File: src/rtl/riscv_pkg.sv
// Shared RISC-V pipeline definitions: ALU control codes, ALUOp encodings, funct3 values.
package riscv_pkg;

    localparam int unsigned ALU_CTRL_W = 4;
    localparam int unsigned ALU_OP_W   = 2;
    localparam int unsigned FUNCT3_W   = 3;

    typedef enum logic [ALU_CTRL_W-1:0] {
        ALU_AND = 4'b0000,
        ALU_OR  = 4'b0001,
        ALU_ADD = 4'b0010,
        ALU_SUB = 4'b0110,
        ALU_SLT = 4'b0111,
        ALU_NOR = 4'b1100
    } alu_ctrl_e;

    typedef enum logic [ALU_OP_W-1:0] {
        ALUOP_LS    = 2'b00,
        ALUOP_BR    = 2'b01,
        ALUOP_RTYPE = 2'b10,
        ALUOP_NOR   = 2'b11
    } alu_op_e;

    localparam logic [FUNCT3_W-1:0] F3_ADD_SUB = 3'b000;
    localparam logic [FUNCT3_W-1:0] F3_SLT     = 3'b010;
    localparam logic [FUNCT3_W-1:0] F3_OR      = 3'b110;
    localparam logic [FUNCT3_W-1:0] F3_AND     = 3'b111;

    // Decoded ALU control payload carried into the ID/EX register
    typedef struct packed {
        logic [ALU_CTRL_W-1:0] alu_ctrl;
        logic                  illegal;
    } alu_dec_t;

endpackage

File: src/rtl/riscv_alu_ctrl.sv
// Combinational ALU control decoder: ALUOp/funct3/bit30/alu_src -> {ainvert, bnegate, op}.
module riscv_alu_ctrl
    import riscv_pkg::*;
(
    input  logic [ALU_OP_W-1:0]   alu_op,
    input  logic [FUNCT3_W-1:0]   funct3,
    input  logic                  funct7_5,
    input  logic                  alu_src,
    output logic [ALU_CTRL_W-1:0] alu_ctrl_c,
    output logic                  illegal_c
);

    // Decode ALUOp first, then funct3 for R/I-type arithmetic
    always_comb begin
        alu_ctrl_c = ALU_ADD;
        illegal_c  = 1'b0;
        case (alu_op)
            ALUOP_LS:  alu_ctrl_c = ALU_ADD;
            ALUOP_BR:  alu_ctrl_c = ALU_SUB;
            ALUOP_NOR: alu_ctrl_c = ALU_NOR;
            default: begin
                case (funct3)
                    // bit 30 only selects sub for register-register forms
                    F3_ADD_SUB: alu_ctrl_c = (funct7_5 & ~alu_src) ? ALU_SUB : ALU_ADD;
                    F3_AND:     alu_ctrl_c = ALU_AND;
                    F3_OR:      alu_ctrl_c = ALU_OR;
                    F3_SLT:     alu_ctrl_c = ALU_SLT;
                    default: begin
                        alu_ctrl_c = ALU_AND;
                        illegal_c  = 1'b1;
                    end
                endcase
            end
        endcase
    end

endmodule

File: src/rtl/riscv_id_ex.sv
// ID/EX pipeline register: ALU control decode, B-operand select, single-entry
// valid/ready output register with flush.
// Optional feature macro: RISCV_IDEX_PERF_EN adds saturating stall/flush counters.
module riscv_id_ex
    import riscv_pkg::*;
#(
    parameter int unsigned WIDTH  = 32,
    parameter int unsigned REG_AW = 5
) (
    input  logic                  clk,
    input  logic                  rst_n,
    input  logic                  in_valid,
    output logic                  in_ready,
    input  logic [WIDTH-1:0]      in_pc,
    input  logic [WIDTH-1:0]      in_rs1_data,
    input  logic [WIDTH-1:0]      in_rs2_data,
    input  logic [WIDTH-1:0]      in_imm,
    input  logic [REG_AW-1:0]     in_rd,
    input  logic [ALU_OP_W-1:0]   in_alu_op,
    input  logic [FUNCT3_W-1:0]   in_funct3,
    input  logic                  in_funct7_5,
    input  logic                  in_alu_src,
    input  logic                  in_reg_write,
    input  logic                  flush,
    output logic                  out_valid,
    input  logic                  out_ready,
    output logic [WIDTH-1:0]      out_a,
    output logic [WIDTH-1:0]      out_b,
    output logic [ALU_CTRL_W-1:0] out_alu_ctrl,
    output logic                  out_illegal,
    output logic [WIDTH-1:0]      out_rs2_data,
    output logic [WIDTH-1:0]      out_pc,
    output logic [REG_AW-1:0]     out_rd,
    output logic                  out_reg_write
`ifdef RISCV_IDEX_PERF_EN
    ,
    output logic [31:0]           perf_stall_cycles,
    output logic [31:0]           perf_flush_count
`endif
);

    alu_dec_t   dec;
    logic       load;

    riscv_alu_ctrl u_alu_ctrl (
        .alu_op     (in_alu_op),
        .funct3     (in_funct3),
        .funct7_5   (in_funct7_5),
        .alu_src    (in_alu_src),
        .alu_ctrl_c (dec.alu_ctrl),
        .illegal_c  (dec.illegal)
    );

    // Ready whenever the slot is empty or being drained this cycle
    assign in_ready = ~out_valid | out_ready;
    assign load     = in_valid & in_ready & ~flush;

    // Valid bit: flush > load > drain > hold
    always_ff @(posedge clk or negedge rst_n) begin
        if (!rst_n) begin
            out_valid <= 1'b0;
        end else if (flush) begin
            out_valid <= 1'b0;
        end else if (load) begin
            out_valid <= 1'b1;
        end else if (out_ready) begin
            out_valid <= 1'b0;
        end
    end

    // Payload only changes on a load, so held entries stay bit-stable
    always_ff @(posedge clk or negedge rst_n) begin
        if (!rst_n) begin
            out_a         <= '0;
            out_b         <= '0;
            out_alu_ctrl  <= '0;
            out_illegal   <= 1'b0;
            out_rs2_data  <= '0;
            out_pc        <= '0;
            out_rd        <= '0;
            out_reg_write <= 1'b0;
        end else if (load) begin
            out_a         <= in_rs1_data;
            out_b         <= in_alu_src ? in_imm : in_rs2_data;
            out_alu_ctrl  <= dec.alu_ctrl;
            out_illegal   <= dec.illegal;
            out_rs2_data  <= in_rs2_data;
            out_pc        <= in_pc;
            out_rd        <= in_rd;
            out_reg_write <= in_reg_write;
        end
    end

`ifdef RISCV_IDEX_PERF_EN
    // Saturating stall and flush event counters
    always_ff @(posedge clk or negedge rst_n) begin
        if (!rst_n) begin
            perf_stall_cycles <= '0;
            perf_flush_count  <= '0;
        end else begin
            if (out_valid && !out_ready && perf_stall_cycles != 32'hFFFF_FFFF) begin
                perf_stall_cycles <= perf_stall_cycles + 32'd1;
            end
            if (flush && (out_valid || in_valid) && perf_flush_count != 32'hFFFF_FFFF) begin
                perf_flush_count <= perf_flush_count + 32'd1;
            end
        end
    end
`endif

endmodule

File: config.mk
export PLATFORM = sky130hd
export DESIGN_NAME = riscv_id_ex
export DESIGN_NICKNAME = d
export VERILOG_FILES = /design/src/rtl/riscv_pkg.sv /design/src/rtl/riscv_alu_ctrl.sv /design/src/rtl/riscv_id_ex.sv
export SDC_FILE = /design/constraint.sdc
export NUM_CORES = 1
export LEC_CHECK = 0
export CORE_UTILIZATION = 41
export DETAILED_ROUTE_END_ITERATION = 12
export GPL_ROUTABILITY_DRIVEN = 0
export PLACE_DENSITY = 0.81
export SETUP_SLACK_MARGIN = 0.3
export SYNTH_ARGS = -nofsm -noshare
export SYNTH_HDL_FRONTEND = slang
export SYNTH_SLANG_ARGS = --single-unit
File: constraint.sdc
create_clock -name clk -period 1.9 [get_ports clk]
set_clock_uncertainty 0.2 [all_clocks]
set_input_delay 0.285 -clock clk [delete_from_list [all_inputs] [get_ports clk]]
set_output_delay 0.285 -clock clk [all_outputs]
set_load 0.005 [all_outputs]
Word level (Yosys, flattened, before mapping)
Index checks and enable logic that the tools add are counted.

Muxes and demuxes: 9. Bitwise logic cells: 7. Eq/ne operators: 5. Reductions and logical operators: 5.

Operators with widths (count): $mux W32 (1); $pmux W4 S3 (2); $eq A3 B3 Y1 const B (2); $mux W1 (5); $reduce_or A4 Y1 (1); $and A1 B1 Y1 (3); $eq A3 B2 Y1 const B (1); $logic_not A3 Y1 (1); $mux W3 (1); $not A1 Y1 (3); $reduce_bool A3 Y1 (1); $reduce_or A3 Y1 (1); $eq A2 B1 Y1 const B (1); $eq A2 B2 Y1 const B (1); $logic_not A2 Y1 (1); $or A1 B1 Y1 (1).

Logic and storage cells: 35. Input port bits: 146. Output and inout port bits: 141. Register bits after elaboration: 140.

Logic depth before layout (Yosys ltp)
Word-level depth: 6. Mapped depth: 7. Depth with buffers taken out: 4.

By module
Synthesis repeated with hierarchy kept, for this count alone.

Cells, all modules: 345. Area total of the unflattened synthesis: 5708.0 um^2.

By module, submodules not included: riscv_id_ex (cells each 335, area each 5640.4 um^2, instances 1, sequential area each 3503.4 um^2); riscv_alu_ctrl (cells each 10, area each 67.6 um^2, instances 1, sequential area each 0.0 um^2).

Worst setup path before layout
OpenSTA, ideal clock, no wires.

Path type: reg2reg. Start point: reg out_valid. End point: reg out_a[0]. Buffers on the path: 3. Slack: 0.223 ns. Required time: 1.575 ns. Data arrival time: 1.352 ns. Stages on the path, launching flop included: 7. Period minus slack after synthesis: 1.677 ns. Setup time: 0.125 ns. Cells stage by stage: dfrtp_1 -> nor2b_4 -> buf_6 -> nor2_4 -> buf_12 -> buf_12 -> mux2_4.

Cells in the longest elaborated chain, start to end: 4.

RTL lines: start: declaration (RTL line riscv_id_ex.sv:25) `output logic out_valid,`; start signal: assignment (RTL line riscv_id_ex.sv:61) `out_valid <= 1'b0;`; start signal: assignment (RTL line riscv_id_ex.sv:63) `out_valid <= 1'b0;`; start signal: assignment (RTL line riscv_id_ex.sv:65) `out_valid <= 1'b1;`; $not A1 Y1 (RTL line riscv_id_ex.sv:55) `assign in_ready = ~out_valid | out_ready;`; $or A1 B1 Y1 (RTL line riscv_id_ex.sv:55); $and A1 B1 Y1 (2 in a row) (RTL line riscv_id_ex.sv:56) `assign load = in_valid & in_ready & ~flush;`; end signal: assignment (RTL line riscv_id_ex.sv:83) `out_a <= in_rs1_data;`; end: declaration (RTL line riscv_id_ex.sv:27) `output logic [WIDTH-1:0] out_a,`.

No other way between the ends. A chain may end at the register's enable or synchronous reset.

Worst setup path in the final report
Start point: reg out_valid. End point: reg out_a[21].

The elaborated chain is that of the path after synthesis.

==> impl_summary.txt <==
----------------------------------------------------
[Pwr]
  Design internal power ... ~7.4 mW
  Pwr per Cell Area ... slightly below 1000 nW/um2
  Comb power frac ... a little under a quarter
  Total chip power ... 9.76 mW
  Net switching share of the total power ... a little under a quarter
  Part of the power in the clock network ... between 30 and 40%
  LEAKAGE ... 4.67 nW
  Max rail drop VDD ... about 0.00056 V
  Net load switching power ... 2.32 mW
  Sequential group share of total power ... 38.5%

[Outcome]
  Status ... completed

[Global route]
  Wire length of the first global-routing pass ... between 20000 and 30000 um
  Maximum number of pins on one net before global-route repair ... 57
  GR Util All Layers ... between 20 and 25%
  GRT overflow ... 0
  Antenna violations before repair ... 0
  Number of global-route vias before repair ... about 5000

[Routing]
  Per-cell routed wire length ... roughly 19 um
  Final routed DRC violation total ... 0
  Number of detailed-route iterations in the first pass ... 4
  Number of vias per cell after detailed routing ... around 4.9
  Number of design-rule violations left by the first detailed-router iteration ... 150
  Total wire length after detailed routing ... ~17000 um
  Number of nets still failing antenna checks after routing ... 0
  Routed vias ... ~4500

[Hold path]
  Hold Crit Class ... in2async

[Cells and area]
  Total non-filler cell area in the finished layout ... around 10000 um2
  Filler Cells Inserted ... ~1000
  Total inserted antenna cells ... 0
  Share of post-route cells with drive strength above 1 ... 27.2%
  Fin nets ... approximately 900
  Syn-to-layout area delta ... 64.3%
  Leading cell types in the layout, fill and taps excluded ... 143 x sky130_fd_sc_hd__clkdlybuf4s50_1, 140 x sky130_fd_sc_hd__dfrtp_1, 124 x sky130_fd_sc_hd__dlygate4sd2_1, 93 x sky130_fd_sc_hd__mux2_4, 66 x sky130_fd_sc_hd__a21oi_1
  Most frequent standard cell in the layout excluding fill and tap cells ... sky130_fd_sc_hd__clkdlybuf4s50_1

[Flow run]
  Total of max-cap violations ... 0

[STA]
  Final setup fails ... 0
  Setup repair after global routing missed its margin ... yes
  Hold Slack ... 0.159 ns
  Final Hold Violating Endpoints ... 0
  Final cycle utilization of the critical path ... between 90% and 100%
  Slew Viols, Final ... 0
  Worst slew slack as a fraction of its limit ... 73.2%
  Transition time at the pin with the least slew margin ... just over 0.4 ns
  Slack of the critical path ... 0.139 ns
  Post-layout min period ... roughly 1.8 ns
  Maximum clock frequency ... between 0.5 and 0.6 GHz

[Yosys]
  Synthesis Warnings ... 0
  Cell area after synthesis ... 6130 um2
  Count of state elements after synthesis ... 140
  Multiplexer share of the synthesized area ... between 20% and 30%
  Share of the synthesized area in the top cell type ... 57.1%
  Netlist cell types ... 26
  Biggest area contributors in the synthesized netlist ... sky130_fd_sc_hd__dfrtp_1 57%, sky130_fd_sc_hd__mux2_4 23%, sky130_fd_sc_hd__a21oi_1 5.4%
  Syn Nets ... around 540
  Dominant combinational cell family by area after synthesis ... multiplexers
  Sequential-to-total area share from yosys stat ... 57.1%
  Cell type with the highest aggregate area in the netlist ... sky130_fd_sc_hd__dfrtp_1
  Post-Synth Adder-Cell Area ... 0%
  Compound-Gate Fraction of Synth Area ... under 10%
  Mean Syn Cell Area ... 15.7 um2
  Fraction of the mapped netlist area in simple logic gates ... 1.59%
  Xor/xnor cell area share of the yosys netlist ... 0%
  Gate count of the mapped netlist ... 391

[Critical path]
  Kind of end point of the critical path ... flop
  WP data required ... around 2 ns
  Highest fanout seen on the critical path ... 18
  Critical Setup Path Class ... reg2reg
  Cell depth of the worst flop-to-flop path ... 6
  CP startpoint kind ... flop
  Critical path data arrival time ... ~1.9 ns

[Placement]
  Placed inst area ... 9240 um2
  HPWL reported at the end of detailed placement ... around 12000 um
  Post-Place Worst Slack ... -0.223 ns
  Input/output buffers ... between 200 and 300

[Floorplan]
  Effective utilization at floorplan ... 42.0%
  Full die area ... 15500 um2
  Count of pins on the block boundary ... around 290
  Horizontal die dimension ... around 120 um
  Number of cell rows ... between 40 and 50
  Die Height ... 124 um
  Core region area ... 14600 um2

[CTS]
  CTS root buffer ... sky130_fd_sc_hd__clkbuf_16
  Clk buf depth ... 2
  Number of buffers inserted during clock tree synthesis ... 17
  Source-to-sink clock delay at the later pin of the worst-skew pair ... ~0.41 ns
  CTS tree ... built
  Clock Pin Slew Worst Setup and Hold Paths ... roughly 0.06 ns
  TritonCTS sink count ... 140
  # H-tree levels ... 4

----------------------------------------------------
==> cell families (layout without fill, tap and decap cells) <==
kind of cell | after synthesis | count (layout)
multiplexers | 135 | 135
AO/OA/AOI/OAI | 73 | 73
buffers and inverters | 28 | 379
AND/OR/NAND/NOR | 15 | 15
flip-flops | 140 | 140
==> Yosys cell counts <==
cell type and instances:
sky130_fd_sc_hd__a21oi_1 66, sky130_fd_sc_hd__a2bb2oi_1 1, sky130_fd_sc_hd__a31oi_1 1, sky130_fd_sc_hd__buf_12 11, sky130_fd_sc_hd__buf_2 6, sky130_fd_sc_hd__buf_4 1, sky130_fd_sc_hd__buf_6 4, sky130_fd_sc_hd__clkbuf_1 5
sky130_fd_sc_hd__clkinv_1 1, sky130_fd_sc_hd__dfrtp_1 140, sky130_fd_sc_hd__mux2_2 10, sky130_fd_sc_hd__mux2_4 93, sky130_fd_sc_hd__mux2i_1 32, sky130_fd_sc_hd__nand2_1 1, sky130_fd_sc_hd__nand2b_1 4, sky130_fd_sc_hd__nand2b_2 1
sky130_fd_sc_hd__nor2_1 3, sky130_fd_sc_hd__nor2_4 1, sky130_fd_sc_hd__nor2b_1 2, sky130_fd_sc_hd__nor2b_4 1, sky130_fd_sc_hd__nor3_1 1, sky130_fd_sc_hd__o211ai_1 1, sky130_fd_sc_hd__o21ai_0 2, sky130_fd_sc_hd__o31ai_1 1
sky130_fd_sc_hd__o41ai_1 1, sky130_fd_sc_hd__or3_1 1
==> through the flow <==
step / cells / util (%) / setup TNS [ns]
floorplan: 391 / - / 0
global placement: 859 / 63.3 / -15.17
detailed placement: 859 / 63.3 / -19.02
CTS: 919 / 68.4 / 0
global route: 926 / 69.1 / 0
finish: 926 / 69.1 / 0
==> registers in the layout (all words and copies together), names as in the netlist <==
| signal | count |
|---|---|
| out_reg_write | 1 |
| out_valid | 1 |
| out_a | 32 |
| out_alu_ctrl | 4 |
| out_rs2_data | 32 |
| out_b | 32 |
| out_rd | 5 |
| out_pc | 32 |
| out_illegal | 1 |
==> power by group through the flow <==
stage          clock network [mW]  registers (mW)  logic [mW]
3_3_place_gp                    0            3.80        2.43
4_1_cts                      3.74            3.76        2.29
2_1_floorplan                   0            3.83       0.873
6_report                     3.69            3.76        2.32
5_1_grt                      3.90            3.82        2.47
3_5_place_dp                    0            3.82        2.48
==> area by class of cell <==
| class | count | area [um2] | share of cell area, % |
|---|---|---|---|
| repair buffers | 346 | 3370 | 33.4 |
| clock buffers | 21 | 470 | 4.67 |
| clock inverters | 11 | 189 | 1.87 |
| flip-flops and latches | 140 | 3500 | 34.8 |
| multi-input cells | 223 | 2310 | 23.0 |
| inverters | 1 | 6.26 | 0.0621 |
| well taps | 184 | 230 | 2.28 |
==> repair_timing <==
| item | 4_1_cts | 5_1_grt |
|---|---|---|
| buffers inserted | 26 | 6 |
| hold buffers | 1 | 0 |
| cloned | 1 | 1 |
| gates resized for setup | 151 | 22 |
| endpoints found under the hold margin | 84 | 0 |
| pin swaps | 0 | 0 |
| setup endpoints to repair | 240 | 143 |
==> layer usage <==
metal	up-vias	wire length [um]	track usage, %
li1	2077	-	-
met1	2246	6990	26.3
met2	188	8810	39.2
met3	25	1160	6.96
met4	0	395	9.00
met5	-	0	0
==> worst max-delay path: stages (launching register included) <==
cell                      delay, ns
sky130_fd_sc_hd__dfrtp_1       0.37
sky130_fd_sc_hd__nor2b_4       0.13
sky130_fd_sc_hd__buf_6         0.12
sky130_fd_sc_hd__nor2_4        0.12
sky130_fd_sc_hd__buf_12        0.18
sky130_fd_sc_hd__buf_16        0.19
sky130_fd_sc_hd__mux2_4        0.32
==> final timing paths <==
check / startpoint / endpoint / slack (ns)
setup reg to reg: out_valid$_DFFE_PN0P_ / out_a[21]$_DFFE_PN0P_ / 0.14
hold reg to reg: out_rs2_data[2]$_DFFE_PN0P_ / out_rs2_data[2]$_DFFE_PN0P_ / 0.30
setup / recovery: out_valid$_DFFE_PN0P_ / out_a[21]$_DFFE_PN0P_ / 0.14
max in group asynchronous: rst_n / out_a[14]$_DFFE_PN0P_ / 0.69
hold / removal: rst_n / out_rs2_data[2]$_DFFE_PN0P_ / 0.16
min in group clk: in_alu_src / out_b[24]$_DFFE_PN0P_ / 0.27
Power figures use the tool's default switching activity.
